`config.mk`:
```
export PLATFORM = sky130hd
export DESIGN_NAME = regf_mem_arb_flat
export DESIGN_NICKNAME = d
export VERILOG_FILES = /design/src/rtl/regf_arb_pkg.sv /design/src/rtl/regf_mem_arb_if.sv /design/src/rtl/regf_rr_arb2.sv /design/src/rtl/regf_mem_arb.sv /design/src/flat_wrapper.sv
export SDC_FILE = /design/constraint.sdc
export NUM_CORES = 1
export LEC_CHECK = 0
export ABC_CLOCK_PERIOD_IN_PS = 1200
export CAP_MARGIN = 15
export CORE_ASPECT_RATIO = 0.7
export CORE_MARGIN = 2
export CORE_UTILIZATION = 33
export DETAILED_ROUTE_END_ITERATION = 7
export GPL_TIMING_DRIVEN = 0
export PLACE_DENSITY = 0.84
export SYNTH_ARGS = -nofsm -noshare
export SYNTH_HDL_FRONTEND = slang
export SYNTH_SLANG_ARGS = --single-unit
```
`constraint.sdc`:
```
create_clock -name main_clk_i -period 1.2 [get_ports main_clk_i]
set_input_delay 0.3 -clock main_clk_i [delete_from_list [all_inputs] [get_ports main_clk_i]]
set_output_delay 0.3 -clock main_clk_i [all_outputs]
set_load 0.02 [all_outputs]
```
`src/rtl/regf_arb_pkg.sv`:
```
// Shared types for the regf memory-port arbiter: owner ID, command record and default widths.
package regf_arb_pkg;

    localparam int unsigned RegfAw = 13;
    localparam int unsigned RegfDw = 32;

    typedef enum logic {
        OWN_A = 1'b0,
        OWN_B = 1'b1
    } regf_owner_e;

    typedef struct packed {
        logic [RegfAw-1:0] addr;
        logic              wena;
        logic [RegfDw-1:0] wdata;
        regf_owner_e       owner;
    } regf_cmd_t;

endpackage

```
`src/rtl/regf_mem_arb_if.sv`:
```
// Bundle of both requester ports and the shared regf port; directions named from the arbiter's view.
interface regf_mem_arb_if
    import regf_arb_pkg::*;
#(
    parameter int unsigned AW = RegfAw,
    parameter int unsigned DW = RegfDw
);

    logic          a_req_i;
    logic [AW-1:0] a_addr_i;
    logic          a_wena_i;
    logic [DW-1:0] a_wdata_i;
    logic          a_gnt_o;
    logic          a_rvalid_o;
    logic [DW-1:0] a_rdata_o;
    logic          a_err_o;

    logic          b_req_i;
    logic [AW-1:0] b_addr_i;
    logic          b_wena_i;
    logic [DW-1:0] b_wdata_i;
    logic          b_gnt_o;
    logic          b_rvalid_o;
    logic [DW-1:0] b_rdata_o;
    logic          b_err_o;

    logic          mem_ena_o;
    logic [AW-1:0] mem_addr_o;
    logic          mem_wena_o;
    logic [DW-1:0] mem_wdata_o;
    logic [DW-1:0] mem_rdata_i;
    logic          mem_err_i;

    // Arbiter side.
    modport slave (
        input  a_req_i, a_addr_i, a_wena_i, a_wdata_i,
        output a_gnt_o, a_rvalid_o, a_rdata_o, a_err_o,
        input  b_req_i, b_addr_i, b_wena_i, b_wdata_i,
        output b_gnt_o, b_rvalid_o, b_rdata_o, b_err_o,
        output mem_ena_o, mem_addr_o, mem_wena_o, mem_wdata_o,
        input  mem_rdata_i, mem_err_i
    );

    // Requesters plus regf side.
    modport master (
        output a_req_i, a_addr_i, a_wena_i, a_wdata_i,
        input  a_gnt_o, a_rvalid_o, a_rdata_o, a_err_o,
        output b_req_i, b_addr_i, b_wena_i, b_wdata_i,
        input  b_gnt_o, b_rvalid_o, b_rdata_o, b_err_o,
        input  mem_ena_o, mem_addr_o, mem_wena_o, mem_wdata_o,
        output mem_rdata_i, mem_err_i
    );

endinterface

```
`src/rtl/regf_rr_arb2.sv`:
```
// Two-way round-robin grant with a last-winner flop; A wins the first tie after reset.
module regf_rr_arb2
    import regf_arb_pkg::*;
(
    input  logic main_clk_i,
    input  logic main_rst_an_i,
    input  logic a_req_i,
    input  logic b_req_i,
    output logic a_gnt_o,
    output logic b_gnt_o
);

    regf_owner_e lw_q, lw_d;

    always_comb begin
        a_gnt_o = 1'b0;
        b_gnt_o = 1'b0;
        lw_d    = lw_q;
        if (a_req_i && b_req_i) begin
            // On a tie the port that did not win last time goes next.
            if (lw_q == OWN_B) begin
                a_gnt_o = 1'b1;
            end else begin
                b_gnt_o = 1'b1;
            end
        end else if (a_req_i) begin
            a_gnt_o = 1'b1;
        end else if (b_req_i) begin
            b_gnt_o = 1'b1;
        end
        if (a_gnt_o) begin
            lw_d = OWN_A;
        end else if (b_gnt_o) begin
            lw_d = OWN_B;
        end
    end

    always_ff @(posedge main_clk_i or negedge main_rst_an_i) begin
        if (!main_rst_an_i) begin
            lw_q <= OWN_B;
        end else begin
            lw_q <= lw_d;
        end
    end

endmodule

```
`src/rtl/regf_mem_arb.sv`:
```
// Shares one regf memory port between two requesters: grant, command stage, response stage, steering.
module regf_mem_arb
    import regf_arb_pkg::*;
#(
    parameter int unsigned AW = RegfAw,
    parameter int unsigned DW = RegfDw
) (
    input logic           main_clk_i,
    input logic           main_rst_an_i,
    regf_mem_arb_if.slave bus
);

    logic a_gnt, b_gnt;

    logic          cmd_vld_q, cmd_vld_d;
    logic [AW-1:0] cmd_addr_q, cmd_addr_d;
    logic          cmd_wena_q, cmd_wena_d;
    logic [DW-1:0] cmd_wdata_q, cmd_wdata_d;
    regf_owner_e   cmd_owner_q, cmd_owner_d;

    logic          rsp_vld_q, rsp_vld_d;
    logic [DW-1:0] rsp_rdata_q, rsp_rdata_d;
    logic          rsp_err_q, rsp_err_d;
    regf_owner_e   rsp_owner_q, rsp_owner_d;

    logic a_sel, b_sel;

    regf_rr_arb2 u_arb (
        .main_clk_i    (main_clk_i),
        .main_rst_an_i (main_rst_an_i),
        .a_req_i       (bus.a_req_i),
        .b_req_i       (bus.b_req_i),
        .a_gnt_o       (a_gnt),
        .b_gnt_o       (b_gnt)
    );

    always_comb begin
        cmd_vld_d   = a_gnt | b_gnt;
        cmd_addr_d  = bus.a_addr_i;
        cmd_wena_d  = bus.a_wena_i;
        cmd_wdata_d = bus.a_wdata_i;
        cmd_owner_d = OWN_A;
        if (b_gnt) begin
            cmd_addr_d  = bus.b_addr_i;
            cmd_wena_d  = bus.b_wena_i;
            cmd_wdata_d = bus.b_wdata_i;
            cmd_owner_d = OWN_B;
        end
    end

    // The regf decodes combinationally, so its response is captured in the access cycle.
    always_comb begin
        rsp_vld_d   = cmd_vld_q;
        rsp_owner_d = cmd_owner_q;
        rsp_rdata_d = (cmd_vld_q && !cmd_wena_q) ? bus.mem_rdata_i : '0;
        rsp_err_d   = cmd_vld_q & bus.mem_err_i;
    end

    always_ff @(posedge main_clk_i or negedge main_rst_an_i) begin
        if (!main_rst_an_i) begin
            cmd_vld_q   <= 1'b0;
            cmd_addr_q  <= '0;
            cmd_wena_q  <= 1'b0;
            cmd_wdata_q <= '0;
            cmd_owner_q <= OWN_A;
            rsp_vld_q   <= 1'b0;
            rsp_rdata_q <= '0;
            rsp_err_q   <= 1'b0;
            rsp_owner_q <= OWN_A;
        end else begin
            cmd_vld_q   <= cmd_vld_d;
            cmd_addr_q  <= cmd_addr_d;
            cmd_wena_q  <= cmd_wena_d;
            cmd_wdata_q <= cmd_wdata_d;
            cmd_owner_q <= cmd_owner_d;
            rsp_vld_q   <= rsp_vld_d;
            rsp_rdata_q <= rsp_rdata_d;
            rsp_err_q   <= rsp_err_d;
            rsp_owner_q <= rsp_owner_d;
        end
    end

    always_comb begin
        a_sel = rsp_vld_q && (rsp_owner_q == OWN_A);
        b_sel = rsp_vld_q && (rsp_owner_q == OWN_B);

        bus.a_gnt_o    = a_gnt;
        bus.b_gnt_o    = b_gnt;

        bus.mem_ena_o   = cmd_vld_q;
        bus.mem_addr_o  = cmd_vld_q ? cmd_addr_q : '0;
        bus.mem_wena_o  = cmd_vld_q & cmd_wena_q;
        bus.mem_wdata_o = cmd_vld_q ? cmd_wdata_q : '0;

        bus.a_rvalid_o = a_sel;
        bus.a_rdata_o  = a_sel ? rsp_rdata_q : '0;
        bus.a_err_o    = a_sel & rsp_err_q;
        bus.b_rvalid_o = b_sel;
        bus.b_rdata_o  = b_sel ? rsp_rdata_q : '0;
        bus.b_err_o    = b_sel & rsp_err_q;
    end

endmodule

```
`src/flat_wrapper.sv`:
```
// flat-port wrapper written by rule: the top's interface ports become plain ports
module regf_mem_arb_flat import regf_arb_pkg::*;
#(
    parameter int unsigned AW = RegfAw,
    parameter int unsigned DW = RegfDw
)
  (main_clk_i, main_rst_an_i, bus_a_req_i, bus_a_addr_i, bus_a_wena_i, bus_a_wdata_i, bus_a_gnt_o, bus_a_rvalid_o, bus_a_rdata_o, bus_a_err_o, bus_b_req_i, bus_b_addr_i, bus_b_wena_i, bus_b_wdata_i, bus_b_gnt_o, bus_b_rvalid_o, bus_b_rdata_o, bus_b_err_o, bus_mem_ena_o, bus_mem_addr_o, bus_mem_wena_o, bus_mem_wdata_o, bus_mem_rdata_i, bus_mem_err_i);
  regf_mem_arb_if #(.AW(AW), .DW(DW)) bus_i ();
  input logic main_clk_i;
  input logic main_rst_an_i;
  input wire logic [$bits(bus_i.a_req_i)-1:0] bus_a_req_i;
  input wire logic [$bits(bus_i.a_addr_i)-1:0] bus_a_addr_i;
  input wire logic [$bits(bus_i.a_wena_i)-1:0] bus_a_wena_i;
  input wire logic [$bits(bus_i.a_wdata_i)-1:0] bus_a_wdata_i;
  output wire logic [$bits(bus_i.a_gnt_o)-1:0] bus_a_gnt_o;
  output wire logic [$bits(bus_i.a_rvalid_o)-1:0] bus_a_rvalid_o;
  output wire logic [$bits(bus_i.a_rdata_o)-1:0] bus_a_rdata_o;
  output wire logic [$bits(bus_i.a_err_o)-1:0] bus_a_err_o;
  input wire logic [$bits(bus_i.b_req_i)-1:0] bus_b_req_i;
  input wire logic [$bits(bus_i.b_addr_i)-1:0] bus_b_addr_i;
  input wire logic [$bits(bus_i.b_wena_i)-1:0] bus_b_wena_i;
  input wire logic [$bits(bus_i.b_wdata_i)-1:0] bus_b_wdata_i;
  output wire logic [$bits(bus_i.b_gnt_o)-1:0] bus_b_gnt_o;
  output wire logic [$bits(bus_i.b_rvalid_o)-1:0] bus_b_rvalid_o;
  output wire logic [$bits(bus_i.b_rdata_o)-1:0] bus_b_rdata_o;
  output wire logic [$bits(bus_i.b_err_o)-1:0] bus_b_err_o;
  output wire logic [$bits(bus_i.mem_ena_o)-1:0] bus_mem_ena_o;
  output wire logic [$bits(bus_i.mem_addr_o)-1:0] bus_mem_addr_o;
  output wire logic [$bits(bus_i.mem_wena_o)-1:0] bus_mem_wena_o;
  output wire logic [$bits(bus_i.mem_wdata_o)-1:0] bus_mem_wdata_o;
  input wire logic [$bits(bus_i.mem_rdata_i)-1:0] bus_mem_rdata_i;
  input wire logic [$bits(bus_i.mem_err_i)-1:0] bus_mem_err_i;
  assign bus_i.a_req_i = bus_a_req_i;
  assign bus_i.a_addr_i = bus_a_addr_i;
  assign bus_i.a_wena_i = bus_a_wena_i;
  assign bus_i.a_wdata_i = bus_a_wdata_i;
  assign bus_a_gnt_o = bus_i.a_gnt_o;
  assign bus_a_rvalid_o = bus_i.a_rvalid_o;
  assign bus_a_rdata_o = bus_i.a_rdata_o;
  assign bus_a_err_o = bus_i.a_err_o;
  assign bus_i.b_req_i = bus_b_req_i;
  assign bus_i.b_addr_i = bus_b_addr_i;
  assign bus_i.b_wena_i = bus_b_wena_i;
  assign bus_i.b_wdata_i = bus_b_wdata_i;
  assign bus_b_gnt_o = bus_i.b_gnt_o;
  assign bus_b_rvalid_o = bus_i.b_rvalid_o;
  assign bus_b_rdata_o = bus_i.b_rdata_o;
  assign bus_b_err_o = bus_i.b_err_o;
  assign bus_mem_ena_o = bus_i.mem_ena_o;
  assign bus_mem_addr_o = bus_i.mem_addr_o;
  assign bus_mem_wena_o = bus_i.mem_wena_o;
  assign bus_mem_wdata_o = bus_i.mem_wdata_o;
  assign bus_i.mem_rdata_i = bus_mem_rdata_i;
  assign bus_i.mem_err_i = bus_mem_err_i;
  regf_mem_arb #(.AW(AW), .DW(DW)) u_core (.main_clk_i(main_clk_i), .main_rst_an_i(main_rst_an_i), .bus(bus_i));
endmodule
```
* After elaboration in Yosys (flattened, before gate mapping)
Cells that the tools add are included.
** Operators by class
- Reduce and logical (&&, ||, !) cells :: 6
- Mux-type cells :: 18
- Bitwise gates (word level) :: 6
** Operators with widths (number)
- 2-to-1 mux 32 bit :: 5
- 2-to-1 mux 13 bit :: 2
- 2-to-1 mux 1 bit :: 11
- AND 1 bit :: 4
- logical AND 1 bit :: 4
- nonzero test 2 bit :: 1
- logical NOT 1 bit :: 1
- NOT 1 bit :: 1
- bitwise OR 1 bit :: 1
** Word-level totals
- Word-level logic and storage cells :: 40
- Output and inout bits :: 117
- Bits of input ports :: 129
- Flip-flop bits (word level) :: 84

* Logic depth before layout (Yosys ltp)
- Depth after elaboration :: 5
- Mapped depth :: 4
- Mapped depth without buffers :: 2

* By module
A second synthesis with hierarchy kept.
** Second synthesis, totals
- Cells, all modules :: 313
- Area, all modules :: 4007.6 um2
** By module, submodules not included
- regf_mem_arb :: instances 1, area each 3953.8 um2, seq. area each 2077.0 um2, cells an instance 307
- regf_rr_arb2 :: instances 1, area each 53.8 um2, seq. area each 26.3 um2, cells an instance 6

* Worst setup path after synthesis
No wires, ideal clock.
- Kind :: reg-to-output
- From :: reg u_core.cmd_vld_q, in the netlist u_core.bus.mem_ena_o
- To :: out bus_mem_addr_o[0]
- Required time :: 0.900 ns
- Path buffers :: 2
- Cell stages (with the launch flop) :: 4
- Path slack :: -0.266 ns
- Data arrival time :: 1.166 ns
- Cells stage by stage :: dfrtp_1 clkbuf_1 clkbuf_1 and2_1
** Between the ends
- Longest elaborated chain between the ends :: 1
** RTL lines
- start, declared :: line regf_mem_arb.sv:15 : logic cmd_vld_q, cmd_vld_d;
- start signal, assigned :: line regf_mem_arb.sv:71 : cmd_vld_q <= cmd_vld_d;
- 2-to-1 mux 13 bit :: line regf_mem_arb.sv:91 : bus.mem_addr_o = cmd_vld_q ? cmd_addr_q : '0;
- end, declared :: line flat_wrapper.sv:28 : output wire logic [$bits(bus_i.mem_addr_o)-1:0] bus_mem_addr_o;
No other way between the ends.

* Worst setup path after layout
- From :: reg u_core.rsp_owner_q
- To :: out bus_a_rdata_o[22]
** Between the ends
- Longest elaborated chain between the ends :: 3
** RTL lines
- start, declared :: line regf_mem_arb.sv:24 : regf_owner_e rsp_owner_q, rsp_owner_d;
- start signal, assigned :: line regf_mem_arb.sv:79 : rsp_owner_q <= rsp_owner_d;
- NOT 1 bit :: line regf_mem_arb.sv:84 : a_sel = rsp_vld_q && (rsp_owner_q == OWN_A);
- logical AND 1 bit :: line regf_mem_arb.sv:84
- 2-to-1 mux 32 bit :: line regf_mem_arb.sv:96 : bus.a_rdata_o = a_sel ? rsp_rdata_q : '0;
- end, declared :: line flat_wrapper.sv:17 : output wire logic [$bits(bus_i.a_rdata_o)-1:0] bus_a_rdata_o;
No other way between the ends.

==> flow_summary.ini <==
[cells_and_area]
nFillCells = 717
fin_util_pct = 71.84
finalNetCount = 739
syn_to_final_growth_pct = 109.1
insertedDiodeCount = 0
layout-drive-gt1-share_pct = 61.79
fin_cells = 768

[global_routing]
grt_max_degree = 46
grtUsageTotal_pct = 20.24
grt-ovfl-total = 0
grt_pass1_wl_um = 19320
grt_pass1_vias = 3726
antenna_found_initial = 0

[critical_path]
start_kind = flip-flop
cp_common_cell = buf_6
cp_max_fo = 6
arrival_ps = 1510
cpMaxStageDelayCell = dfrtp_2
crit_type = reg2out
cp_slowest_stage_delay_ps = 420
worstPathCellList = and2b_4, buf_6, and2_4, buf_6
required_ps = 900
endpoint_kind = output port

[sta]
timing.final.crit_share_pct = 151.1
layout_setup_ws_ps = -613.0
rsz0062_at_grt = yes
hold_viol_final = 0
setup_viol_count_final = 195
drv_slew = 0
fmax_ghz = 0.5516
post-route-min-period_ps = 1813
tns_ps = -73230
worst_slew_pin_slew_ps = 399.3
whs_ps = 353.2
maxSlewHeadroom_pct = 73.38
clock_skew_ps = 8.791

[synth]
synth-edff-count = 0
seq_area_frac_synth_pct = 54.79
synth_largest_area_cell = dfrtp_1
ys_top_cells_by_count = and2_1 (113), dfrtp_1 (83), and3_1 (33)
ys_async_sr_fraction_pct = 100.0
synth-seq-cells = 84
ys_types = 19
synthCells = 306
synth.avg_cell_area_um2 = 12.54
yosysTopAreaCellShare_pct = 54.11
syn-num-nets = 435
post-synth-top-count-cell = and2_1
synthTopCellsByArea = dfrtp_1 (54%), and2_1 (18%), mux2_4 (11%)
ys_warn_count = 0
syn-cell-area_um2 = 3839
synth_ff_type = dfrtp_1

[die]
core_um2 = 11170
die_w_um = 132.9
dieArea_um2 = 12520
rows = 32
initial_utilization_pct = 34.36
io_pins = 246
die_h_um = 94.24

[outcome]
violations = setup timing
status = complete, but fails checks

[routing]
drt-initial-drc-count = 90
wl_per_cell_um = 17.17
drc = 0
viasPerCell = 4.470
dr.pass1.iters = 4
routed_wl_um = 13190
num_vias = 3433
ant_nets = 0

[power_and_ir_drop]
p_per_area_nw_per_um2 = 1109
power.leakage_uw = 0.003896
ir_worst_vdd_uv = 670.0

[cts]
clock_latency_ps = 330
clk_pin_slew_worst_paths_ps = 60
clkSinkCount = 84
cts.htree.levels = 3
cts_tree = built
cts_buffer_depth = 2
root_buffer = clkbuf_16
numCtsBuffers = 9

[hold_path]
hold_path_class = reg2reg

[placed_design]
pre_cts_ws_ps = -1147
place_hpwl_um = 8692
io_buffer_count = 245
place_inst = 705
gp_congestion = 0.8287

[flow_run]
max_cap_violations = 0
[flip-flops by register name (all words and copies together), names as in the netlist]
signal / cells
u_core.bus.mem_ena_o: 1
u_core.cmd_addr_q: 13
u_core.cmd_owner_q: 1
u_core.cmd_wdata_q: 32
u_core.cmd_wena_q: 1
u_core.rsp_err_q: 1
u_core.rsp_owner_q: 1
u_core.rsp_rdata_q: 32
u_core.rsp_vld_q: 1
u_core.u_arb.lw_q: 1
[layout by cell type (no fill, tap or decap), types with 2 or more instances in the layout]
cell               n
buf_16             3
clkdlybuf4s50_1  125
buf_4             12
dfrtp_2            3
mux2_4            31
and2_4           110
clkinv_2           2
dfrtp_1           80
buf_6            118
clkbuf_8           4
and3_1            21
and2_1             3
buf_8             20
buf_12             5
mux2_2            15
clkbuf_16         15
dlygate4sd2_1      2
buf_2             19
and3_4            12
[logic make-up (layout without fill, tap and decap cells)]
logic type             count (synthesis)  after routing  share of synthesized area [%]
DFF                                   84             84                          54.79
buffers and inverters                 23            331                          3.846
and+or+nand+nor                      150            151                          24.41
muxes                                 46             46                          16.33
AOI/OAI and AO/OA                      3              3                         0.6192
[critical path, delay by kind of cell, from the launching register on]
family | cells | cell delay (ps)
buf+inv | 2 | 260
simple gates | 2 | 500
flops | 1 | 420
[path summary, 6_finish.rpt]
kind	end	slack, ps	startpoint	depth (start not counted)
worst min-delay path	u_core.rsp_owner_q	350	u_core.cmd_owner_q	0
worst min register to register	u_core.rsp_owner_q	350	u_core.cmd_owner_q	0
min in group asynchronous	u_core.cmd_wdata_q[25]	450	main_rst_an_i	2
worst max-delay path	bus_a_rdata_o[22]	-610	u_core.rsp_owner_q	4
worst max register to register	u_core.cmd_addr_q[8]	-430	u_core.u_arb.lw_q	7
max in group asynchronous	u_core.cmd_addr_q[8]	180	main_rst_an_i	3
[timing repair]
action | in CTS | in global routing
gates cloned | 15 | 2
buffers inserted | 22 | 13
hold buffers | 1 | 0
endpoints found under the hold margin | 38 | 0
gates resized for setup | 743 | 90
setup endpoints to repair | 193 | 240
pin swaps | 3 | 35
[metrics by stage]
stage                     total power, uW  cell area, um2
after floorplan                      4321            4063
after global placement               5406            6706
after detailed placement             5460            6731
after CTS                            8730            7715
after global routing                 9271            8025
final                                8899            8025
[metal layers]
| layer | vias up | global-route usage [%] | wire (um) |
|---|---|---|---|
| met5 | - | 0 | 0 |
| met3 | 11 | 7.389 | 1091 |
| met4 | 0 | 4.301 | 112 |
| li1 | 1608 | - | - |
| met2 | 160 | 37.65 | 7036 |
| met1 | 1654 | 22.29 | 4946 |
[power by group]
group / switching, uW / internal, uW / total [uW]
Combinational: 1070 / 1840 / 2910
Sequential: 114 / 3070 / 3180
Clock: 1090 / 1720 / 2810
Total: 2270 / 6630 / 8900
[final cells by class]
class / count / area, um2 / share of cell area, %
Timing Repair Buffer: 293 / 3120 / 38.88
Sequential cell: 84 / 2107 / 26.26
Multi-Input combinational cell: 200 / 1961 / 24.43
Buffer: 21 / 337.8 / 4.210
Clock buffer: 12 / 256.5 / 3.196
Tap cell: 153 / 191.4 / 2.385
Clock inverter: 4 / 47.55 / 0.5925
Inverter: 1 / 3.754 / 0.04677
(Power assumes the default switching activity.)
